## src/rtl/core_pkg.sv

```systemverilog
// Shared core types: load/store function codes, LSU FSM states and access-width helpers.
package core_pkg;

  typedef enum logic [2:0] {
    LSU_LB  = 3'd0,
    LSU_LH  = 3'd1,
    LSU_LW  = 3'd2,
    LSU_LBU = 3'd3,
    LSU_LHU = 3'd4,
    LSU_SB  = 3'd5,
    LSU_SH  = 3'd6,
    LSU_SW  = 3'd7
  } load_store_func_code;

  typedef enum logic [1:0] {
    LSU_IDLE,
    LSU_REQ,
    LSU_WAIT
  } lsu_state_e;

  function automatic logic is_half(input load_store_func_code op);
    return (op == LSU_LH) || (op == LSU_LHU) || (op == LSU_SH);
  endfunction

  function automatic logic is_word(input load_store_func_code op);
    return (op == LSU_LW) || (op == LSU_SW);
  endfunction

  function automatic logic is_unsigned(input load_store_func_code op);
    return (op == LSU_LBU) || (op == LSU_LHU);
  endfunction

  function automatic logic is_store(input load_store_func_code op);
    return (op == LSU_SB) || (op == LSU_SH) || (op == LSU_SW);
  endfunction

  function automatic logic is_misaligned(input load_store_func_code op, input logic [1:0] off);
    return (is_half(op) && off[0]) || (is_word(op) && (off != 2'b00));
  endfunction

endpackage

```

## src/rtl/load_store_unit_if.sv

```systemverilog
// Data-memory bus between the LSU (master) and memory (slave): req/gnt request, rvalid response.
interface load_store_unit_if #(
  parameter int unsigned ADDR_WIDTH = 32,
  parameter int unsigned DATA_WIDTH = 32
);
  logic                    data_req_op;
  logic [ADDR_WIDTH-1:0]   data_addr_op;
  logic                    data_we_op;
  logic [DATA_WIDTH/8-1:0] data_be_op;
  logic [DATA_WIDTH-1:0]   data_wdata_op;
  logic                    data_gnt_ip;
  logic                    data_rvalid_ip;
  logic [DATA_WIDTH-1:0]   data_rdata_ip;

  modport master (
    output data_req_op, data_addr_op, data_we_op, data_be_op, data_wdata_op,
    input  data_gnt_ip, data_rvalid_ip, data_rdata_ip
  );

  modport slave (
    input  data_req_op, data_addr_op, data_we_op, data_be_op, data_wdata_op,
    output data_gnt_ip, data_rvalid_ip, data_rdata_ip
  );
endinterface

```

## src/rtl/lsu_load_align.sv

```systemverilog
// Picks the addressed byte/half out of a loaded word and sign- or zero-extends it.
module lsu_load_align
  import core_pkg::*;
(
  input  load_store_func_code operator_i,
  input  logic [1:0]          offset_i,
  input  logic [31:0]         rdata_i,
  output logic [31:0]         data_o
);

  logic [31:0] shifted;
  assign shifted = rdata_i >> {offset_i, 3'b000};

  always_comb begin
    data_o = rdata_i;
    if (is_word(operator_i)) begin
      data_o = rdata_i;
    end else if (is_half(operator_i)) begin
      data_o = is_unsigned(operator_i) ? {16'h0000, shifted[15:0]}
                                       : {{16{shifted[15]}}, shifted[15:0]};
    end else begin
      data_o = is_unsigned(operator_i) ? {24'h000000, shifted[7:0]}
                                       : {{24{shifted[7]}}, shifted[7:0]};
    end
  end

endmodule

```

## src/rtl/load_store_unit.sv

```systemverilog
// Memory stage: runs one req/gnt/rvalid data-memory transaction at a time for decode.
module load_store_unit
  import core_pkg::*;
#(
  parameter int unsigned ADDR_WIDTH = 32,
  parameter int unsigned DATA_WIDTH = 32
) (
  input  logic                  clock,
  input  logic                  reset,
  input  logic                  en_lsu_ip,
  input  load_store_func_code   lsu_operator_ip,
  input  logic [ADDR_WIDTH-1:0] lsu_addr_ip,
  input  logic [31:0]           lsu_wdata_ip,
  load_store_unit_if.master     data_bus,
  output logic [31:0]           mem_data_op,
  output logic                  mem_data_valid_op,
  output logic                  lsu_busy_op,
  output logic                  misaligned_op
);

  lsu_state_e              state_q, state_d;
  load_store_func_code     op_q, op_d;
  logic [ADDR_WIDTH-1:0]   addr_q, addr_d;
  logic [DATA_WIDTH/8-1:0] be_q, be_d;
  logic [DATA_WIDTH-1:0]   wdata_q, wdata_d;
  logic [31:0]             mem_data_q, mem_data_d;
  logic                    valid_q, valid_d;
  logic                    misaligned_q, misaligned_d;
  logic [31:0]             load_data;

  lsu_load_align u_load_align (
    .operator_i (op_q),
    .offset_i   (addr_q[1:0]),
    .rdata_i    (data_bus.data_rdata_ip),
    .data_o     (load_data)
  );

  always_comb begin
    state_d      = state_q;
    op_d         = op_q;
    addr_d       = addr_q;
    be_d         = be_q;
    wdata_d      = wdata_q;
    mem_data_d   = mem_data_q;
    valid_d      = 1'b0;
    misaligned_d = 1'b0;
    unique case (state_q)
      LSU_IDLE: begin
        if (en_lsu_ip) begin
          if (is_misaligned(lsu_operator_ip, lsu_addr_ip[1:0])) begin
            misaligned_d = 1'b1;
          end else begin
            op_d    = lsu_operator_ip;
            addr_d  = lsu_addr_ip;
            state_d = LSU_REQ;
            // Replicate store data so every lane carries it; be selects the live lanes.
            if (is_word(lsu_operator_ip)) begin
              be_d    = 4'b1111;
              wdata_d = lsu_wdata_ip;
            end else if (is_half(lsu_operator_ip)) begin
              be_d    = 4'b0011 << lsu_addr_ip[1:0];
              wdata_d = {2{lsu_wdata_ip[15:0]}};
            end else begin
              be_d    = 4'b0001 << lsu_addr_ip[1:0];
              wdata_d = {4{lsu_wdata_ip[7:0]}};
            end
          end
        end
      end
      LSU_REQ: begin
        if (data_bus.data_gnt_ip) state_d = LSU_WAIT;
      end
      LSU_WAIT: begin
        if (data_bus.data_rvalid_ip) begin
          state_d = LSU_IDLE;
          if (!is_store(op_q)) begin
            mem_data_d = load_data;
            valid_d    = 1'b1;
          end
        end
      end
      default: state_d = LSU_IDLE;
    endcase
  end

  always_ff @(posedge clock) begin
    if (reset) begin
      state_q      <= LSU_IDLE;
      op_q         <= LSU_LB;
      addr_q       <= '0;
      be_q         <= '0;
      wdata_q      <= '0;
      mem_data_q   <= '0;
      valid_q      <= 1'b0;
      misaligned_q <= 1'b0;
    end else begin
      state_q      <= state_d;
      op_q         <= op_d;
      addr_q       <= addr_d;
      be_q         <= be_d;
      wdata_q      <= wdata_d;
      mem_data_q   <= mem_data_d;
      valid_q      <= valid_d;
      misaligned_q <= misaligned_d;
    end
  end

  // Reset masks req combinationally so an in-flight request drops at once.
  assign data_bus.data_req_op   = (state_q == LSU_REQ) && !reset;
  assign data_bus.data_addr_op  = {addr_q[ADDR_WIDTH-1:2], 2'b00};
  assign data_bus.data_we_op    = is_store(op_q);
  assign data_bus.data_be_op    = be_q;
  assign data_bus.data_wdata_op = wdata_q;

  assign mem_data_op       = mem_data_q;
  assign mem_data_valid_op = valid_q;
  assign lsu_busy_op       = (state_q != LSU_IDLE);
  assign misaligned_op     = misaligned_q;

endmodule

```

## src/flat_wrapper.sv

```systemverilog
// flat-port wrapper written by rule: the top's interface ports become plain ports
module load_store_unit_flat import core_pkg::*;
#(
  parameter int unsigned ADDR_WIDTH = 32,
  parameter int unsigned DATA_WIDTH = 32
)
  (clock, reset, en_lsu_ip, lsu_operator_ip, lsu_addr_ip, lsu_wdata_ip, mem_data_op, mem_data_valid_op, lsu_busy_op, misaligned_op, data_bus_data_req_op, data_bus_data_addr_op, data_bus_data_we_op, data_bus_data_be_op, data_bus_data_wdata_op, data_bus_data_gnt_ip, data_bus_data_rvalid_ip, data_bus_data_rdata_ip);
  load_store_unit_if #(.ADDR_WIDTH(ADDR_WIDTH), .DATA_WIDTH(DATA_WIDTH)) data_bus_i ();
  input  logic clock;
  input  logic reset;
  input  logic en_lsu_ip;
  input  load_store_func_code lsu_operator_ip;
  input  logic [ADDR_WIDTH-1:0] lsu_addr_ip;
  input  logic [31:0] lsu_wdata_ip;
  output logic [31:0] mem_data_op;
  output logic mem_data_valid_op;
  output logic lsu_busy_op;
  output logic misaligned_op;
  output wire logic [$bits(data_bus_i.data_req_op)-1:0] data_bus_data_req_op;
  output wire logic [$bits(data_bus_i.data_addr_op)-1:0] data_bus_data_addr_op;
  output wire logic [$bits(data_bus_i.data_we_op)-1:0] data_bus_data_we_op;
  output wire logic [$bits(data_bus_i.data_be_op)-1:0] data_bus_data_be_op;
  output wire logic [$bits(data_bus_i.data_wdata_op)-1:0] data_bus_data_wdata_op;
  input wire logic [$bits(data_bus_i.data_gnt_ip)-1:0] data_bus_data_gnt_ip;
  input wire logic [$bits(data_bus_i.data_rvalid_ip)-1:0] data_bus_data_rvalid_ip;
  input wire logic [$bits(data_bus_i.data_rdata_ip)-1:0] data_bus_data_rdata_ip;
  assign data_bus_data_req_op = data_bus_i.data_req_op;
  assign data_bus_data_addr_op = data_bus_i.data_addr_op;
  assign data_bus_data_we_op = data_bus_i.data_we_op;
  assign data_bus_data_be_op = data_bus_i.data_be_op;
  assign data_bus_data_wdata_op = data_bus_i.data_wdata_op;
  assign data_bus_i.data_gnt_ip = data_bus_data_gnt_ip;
  assign data_bus_i.data_rvalid_ip = data_bus_data_rvalid_ip;
  assign data_bus_i.data_rdata_ip = data_bus_data_rdata_ip;
  load_store_unit #(.ADDR_WIDTH(ADDR_WIDTH), .DATA_WIDTH(DATA_WIDTH)) u_core (.clock(clock), .reset(reset), .en_lsu_ip(en_lsu_ip), .lsu_operator_ip(lsu_operator_ip), .lsu_addr_ip(lsu_addr_ip), .lsu_wdata_ip(lsu_wdata_ip), .data_bus(data_bus_i), .mem_data_op(mem_data_op), .mem_data_valid_op(mem_data_valid_op), .lsu_busy_op(lsu_busy_op), .misaligned_op(misaligned_op));
endmodule
```

## config.mk

```make
export PLATFORM = sky130hd
export DESIGN_NAME = load_store_unit_flat
export DESIGN_NICKNAME = d
export VERILOG_FILES = /design/src/rtl/core_pkg.sv /design/src/rtl/load_store_unit_if.sv /design/src/rtl/lsu_load_align.sv /design/src/rtl/load_store_unit.sv /design/src/flat_wrapper.sv
export SDC_FILE = /design/constraint.sdc
export NUM_CORES = 1
export LEC_CHECK = 0
export BUFFER_PORTS_ARGS = -buffer_cell sky130_fd_sc_hd__buf_4
export CAP_MARGIN = 0
export CORE_UTILIZATION = 45
export DETAILED_ROUTE_END_ITERATION = 7
export GPL_TIMING_DRIVEN = 0
export PLACE_DENSITY = 0.76
export SETUP_SLACK_MARGIN = 0.15
export SLEW_MARGIN = 20
export SYNTH_ARGS = -nofsm -noshare
export SYNTH_HDL_FRONTEND = slang
export SYNTH_SLANG_ARGS = --single-unit
```

## constraint.sdc

```tcl
create_clock -name clock -period 2.4 [get_ports clock]
set_clock_uncertainty 0.2 [all_clocks]
set_input_delay 0.12 -clock clock [delete_from_list [all_inputs] [get_ports clock]]
set_output_delay 0.12 -clock clock [all_outputs]
set_load 0.01 [all_outputs]
```

**Yosys cells after proc, flatten, opt, wreduce, memory -nomap -nowiden**

Index checks and enable logic that the tools add are counted.

- Output and inout bits: 105
- Register bits after elaboration: 107
- Input bits: 104

- Equality and inequality tests: 18
- Multiplexer cells: 15
- Bitwise operators: 6
- Shifts and indexed selects: 3
- Reduce and logical (&&, ||, !) cells: 22

Operator list:

| cell | count |
|---|---|
| $mux 32 | 6 |
| $shr 32x5->16 | 1 |
| $eq 3x3->1 const B | 7 |
| $logic_or 1x1->1 | 10 |
| $eq 3x2->1 const B | 3 |
| $mux 2 | 4 |
| $mux 4 | 2 |
| $ne 2x2->1 const B | 4 |
| $eq 3x1->1 const B | 2 |
| $not 1->1 | 6 |
| $pmux 2 s3 | 1 |
| $reduce_and 3->1 | 2 |
| $reduce_or 3->1 | 2 |
| $reduce_and 4->1 | 1 |
| $reduce_bool 2->1 | 2 |
| $shl 1x2->4 const A | 1 |
| $shl 2x2->4 const A | 1 |
| $logic_and 1x1->1 | 3 |
| $eq 2x1->1 const B | 1 |
| $eq 2x2->1 const B | 1 |
| $logic_not 2->1 | 1 |
| $mux 1 | 2 |
| $logic_not 1->1 | 1 |

**Longest topological paths before layout**

- Word-level depth: 8
- Depth in mapped cells: 9

**By module**

Synthesis repeated with hierarchy kept, for this count alone.

- Cells, all modules: 715
- Area, all modules: 5,476.5 µm²

Modules (own cells, without submodules):

| module | area an instance (µm²) | times used | cells each |
|---|---|---|---|
| load_store_unit | 4,546.9 | 1 | 573 |
| lsu_load_align | 929.6 | 1 | 142 |

**Least setup slack after synthesis**

No wires, ideal clock.

- Path type: reg2reg
- Start: reg u_core.addr_q[0]
- End: reg u_core.mem_data_q[18] (netlist: u_core.mem_data_op[18])
- Data required time: 2,066 ps
- Arrival: 1,642 ps
- Library setup time: 134 ps
- Setup slack: 424 ps
- Path buffers: 2
- Stages on the path, launching flop included: 8
- Cells stage by stage: dfxtp_1 -> buf_2 -> mux4_2 -> nand2b_1 -> a21oi_1 -> o22ai_2 -> buf_2 -> a211oi_1

- Word-level cells in the longest chain between the ends: 4

RTL lines:

| what | line | source |
|---|---|---|
| from (decl) | load_store_unit.sv:23 | `logic [ADDR_WIDTH-1:0] addr_q, addr_d;` |
| from (signal assigned) | load_store_unit.sv:99 | `addr_q <= addr_d;` |
| $shr 32x5->16 (*) | lsu_load_align.sv:12 | `assign shifted = rdata_i >> {offset_i, 3'b000};` |
| $mux 32 (on tied branches) | lsu_load_align.sv:22, lsu_load_align.sv:19 |  |
| $mux 32 (*) | lsu_load_align.sv:18 | `end else if (is_half(operator_i)) begin` |
| $mux 32 (*) | lsu_load_align.sv:16 | `if (is_word(operator_i)) begin` |
| to (signal assigned) | load_store_unit.sv:102 | `mem_data_q <= mem_data_d;` |
| to (decl) | load_store_unit.sv:26 | `logic [31:0] mem_data_q, mem_data_d;` |

Every way passes the cells marked *; elsewhere a longest branch is shown, timed or not.
A chain may end at the register's enable or synchronous reset.

**Final worst setup path**

- Start: reg u_core.addr_q[0]
- End: reg u_core.mem_data_q[19] (netlist: u_core.mem_data_op[19])

The elaborated chain is that of the path after synthesis.

==> impl_metrics.tcl <==
set metrics [dict create \
    synth.distinct_cells 42 \
    drt_iter0_markers 490 \
    die_h_um 108.3 \
    hold_path_class "in -> reg" \
    antennaDiodeCount 0 \
    min_from "data_bus_data_rdata_ip[24]" \
    fin_ws_ns 0.2085 \
    post-place-cells 1001 \
    grt_pass1_wl_um 28170 \
    clockRootBuffer "clkbuf_16" \
    num_rows 38 \
    drcViolationCount 0 \
    dieArea_um2 11730 \
    cts_buffer_depth 2 \
    grt_pass1_vias 5858 \
    r2r_setup_slack_ns 0.21 \
    path_class "reg -> reg" \
    crit_required_ns 2.40 \
    synth_seq_cells 107 \
    slew_violations 0 \
    post-route-min-period_ns 2.192 \
    initial_core_util 0.4650 \
    wirelength_um 18800 \
    status "finished, final reports clean" \
    drtAntennaViolNets 0 \
    io_buffer_count 202 \
    cts_tree "done" \
    grt_overflow 0 \
    grt_util_met3 0.06510 \
    nNetsFinal 1076 \
    power_density_nw_per_um2 563.6 \
    rsz0062_at_grt "no" \
    place_hpwl_um 12750 \
    routedWlPerCell_um 16.83 \
    drv_cap 0 \
    h-tree-depth 3 \
    synth.avg_cell_area_um2 7.728 \
    vias 6098 \
    syn-cell-area_um2 5085 \
    synth_top_area_cell "dfxtp_1" \
    vdd_drop_max_uv 390.5 \
    clk_pin_slew_worst_paths_ns 0.07 \
    layout_common_cells "buf_4, nand2_1, dfxtp_1" \
    gr-max-usage-layer "met2" \
    start_kind "flip-flop" \
    reg2reg_from "u_core.addr_q[0]" \
    clkLatencyLatePin_ns 0.34 \
    place.gp.congestion 0.9271 \
    synth_top_area_share 0.4213 \
    holdPathEnd "u_core.mem_data_op[24]" \
    r2r-end "u_core.mem_data_op[19]" \
    coreArea_um2 10940 \
    max_freq_mhz 456.3 \
    cts_made_buffers 9 \
    tns_ns 0 \
    die_x_um 108.3 \
    hold_viol_final 0 \
    netlist_instances 658 \
    startpoint "u_core.addr_q[0]" \
    grt_max_degree 17 \
    ys_top_cells_by_area "dfxtp_1, nand2_1, a21oi_1" \
    arrival_ns 2.19 \
    end_kind "flip-flop" \
    syn_to_final_growth_pct 59.42 \
    use_met1 0.3617 \
    numClockSinks 107 \
    maxSlewHeadroom 0.5300 \
    power.leakage_nw 3.515 \
    r2r_cells 7 \
    holdPathStages 3 \
    grtUsageMet2 0.5387 \
    drive_above_1_share 0.2979 \
    grt_use_total 0.3085 \
    critical_path.max_fanout 10 \
    finalSetupViolations 0 \
    yosysSeqAreaShare 0.4213 \
    dp_slack_ns 0.07446 \
    fin_cells 1117 \
    ios 209 \
    final_common_cell "buf_4" \
    ys_warn_count 0 \
    drt-pass1-iter-count 7 \
    antenna_found_initial 0 \
    fin_total_pwr_mw 4.569 \
    drt-vias-per-instance 5.459 \
    finalCritPeriodShare 0.9131 \
    tightest_slew_ns 0.7000 \
]
-- cells in the mapped netlist (all sizes together) --
| cell | number |
|---|---|
| a2111oi | 1 |
| conb | 1 |
| inv | 9 |
| mux2i | 9 |
| a21oi | 87 |
| nor2 | 68 |
| a211o | 1 |
| buf | 51 |
| nand3 | 4 |
| o211ai | 1 |
| a21bo | 1 |
| a31o | 1 |
| nor3 | 26 |
| dfxtp | 107 |
| mux2 | 1 |
| xnor2 | 3 |
| o21a | 2 |
| and2 | 3 |
| o311a | 1 |
| clkbuf | 35 |
| a221oi | 15 |
| and3 | 1 |
| nor3b | 1 |
| a311oi | 11 |
| o21bai | 1 |
| nand3b | 1 |
| o22ai | 2 |
| a211oi | 42 |
| mux4 | 1 |
| a22oi | 1 |
| or3b | 1 |
| nor2b | 15 |
| o21ai | 24 |
| nand2b | 1 |
| o32ai | 1 |
| a31oi | 2 |
| nand2 | 126 |
-- cells by family (layout without fill, tap and decap cells) --
group | count (synthesis) | in the layout | synth area share
XOR/XNOR | 3 | 3 | 0.005168
flip-flops | 107 | 107 | 0.4213
AO/OA/AOI/OAI | 194 | 194 | 0.2434
other | 1 | 2 | 0.0007375
buffers and inverters | 95 | 413 | 0.1031
multiplexers | 11 | 11 | 0.02436
AND/OR/NAND/NOR | 247 | 247 | 0.2020
-- stage by stage --
step,hold WS (ns),utilization,cell area [um2]
floorplan,0.05596,-,5089
global placement,0.1677,0.6200,6780
detailed placement,0.1796,0.6200,6780
CTS,0.008170,0.7365,8054
global route,0.03255,0.7413,8107
finish,0.02494,0.7413,8107
-- critical path, cell delays in order, from the launching register on --
cell and delay [ns]:
dfxtp_1 0.30, buf_2 0.20, mux4_2 0.57, nand2b_1 0.10, a21oi_1 0.09, o22ai_4 0.22
clkbuf_4 0.27, a211oi_1 0.09
-- how the worst max path moves through the flow --
| stage | to | slack, ns | cells past startpoint |
|---|---|---|---|
| after global routing | u_core.mem_data_op[24] | 0.12 | 7 |
| after CTS | u_core.mem_data_op[30] | 0.15 | 7 |
| after global placement | u_core.mem_data_op[22] | 0.11 | 7 |
| after floorplan | u_core.mem_data_op[18] | 0.42 | 7 |
| after detailed placement | u_core.mem_data_op[24] | 0.07 | 7 |
| final | u_core.mem_data_op[19] | 0.21 | 7 |
-- state kept, by name, summed over array words and instances, names as in the netlist --
register                       count
u_core.data_bus.data_wdata_op     32
u_core.state_q                     2
u_core.mem_data_valid_op           1
u_core.misaligned_op               1
u_core.addr_q                     32
u_core.mem_data_op                32
u_core.data_bus.data_be_op         4
u_core.op_q                        3
-- area by class of cell --
cell class	count	area (um2)
Buffer	86	511.7
Timing Repair Buffer	302	2512
Multi-Input combinational cell	457	2449
Tap cell	140	175.2
Clock inverter	3	22.52
Clock buffer	13	260.3
Fill cell	822	2829
Sequential cell	107	2142
Inverter	9	33.78
-- power by group --
group | switching [mW] | internal [mW] | leakage (nW)
registers | 0.0620 | 1.89 | 0.874
logic | 0.603 | 0.587 | 2.50
clock network | 0.665 | 0.765 | 0.140
total | 1.33 | 3.24 | 3.52
-- per-layer routing --
metal  share of wire  vias to the layer above
met5               0                        -
met4           0.038                        0
met1            0.40                     2823
met3           0.081                       66
met2            0.49                      332
li1                -                     2877
-- repair_timing --
| action | CTS | global route |
|---|---|---|
| endpoints found under the setup margin | 11 | 70 |
| hold buffers | 98 | 0 |
| gates resized for setup | 3 | 29 |
| setup buffers | 0 | 2 |
| hold endpoints to repair | 100 | 0 |
| pin swaps | 0 | 1 |
(Power assumes the default switching activity.)
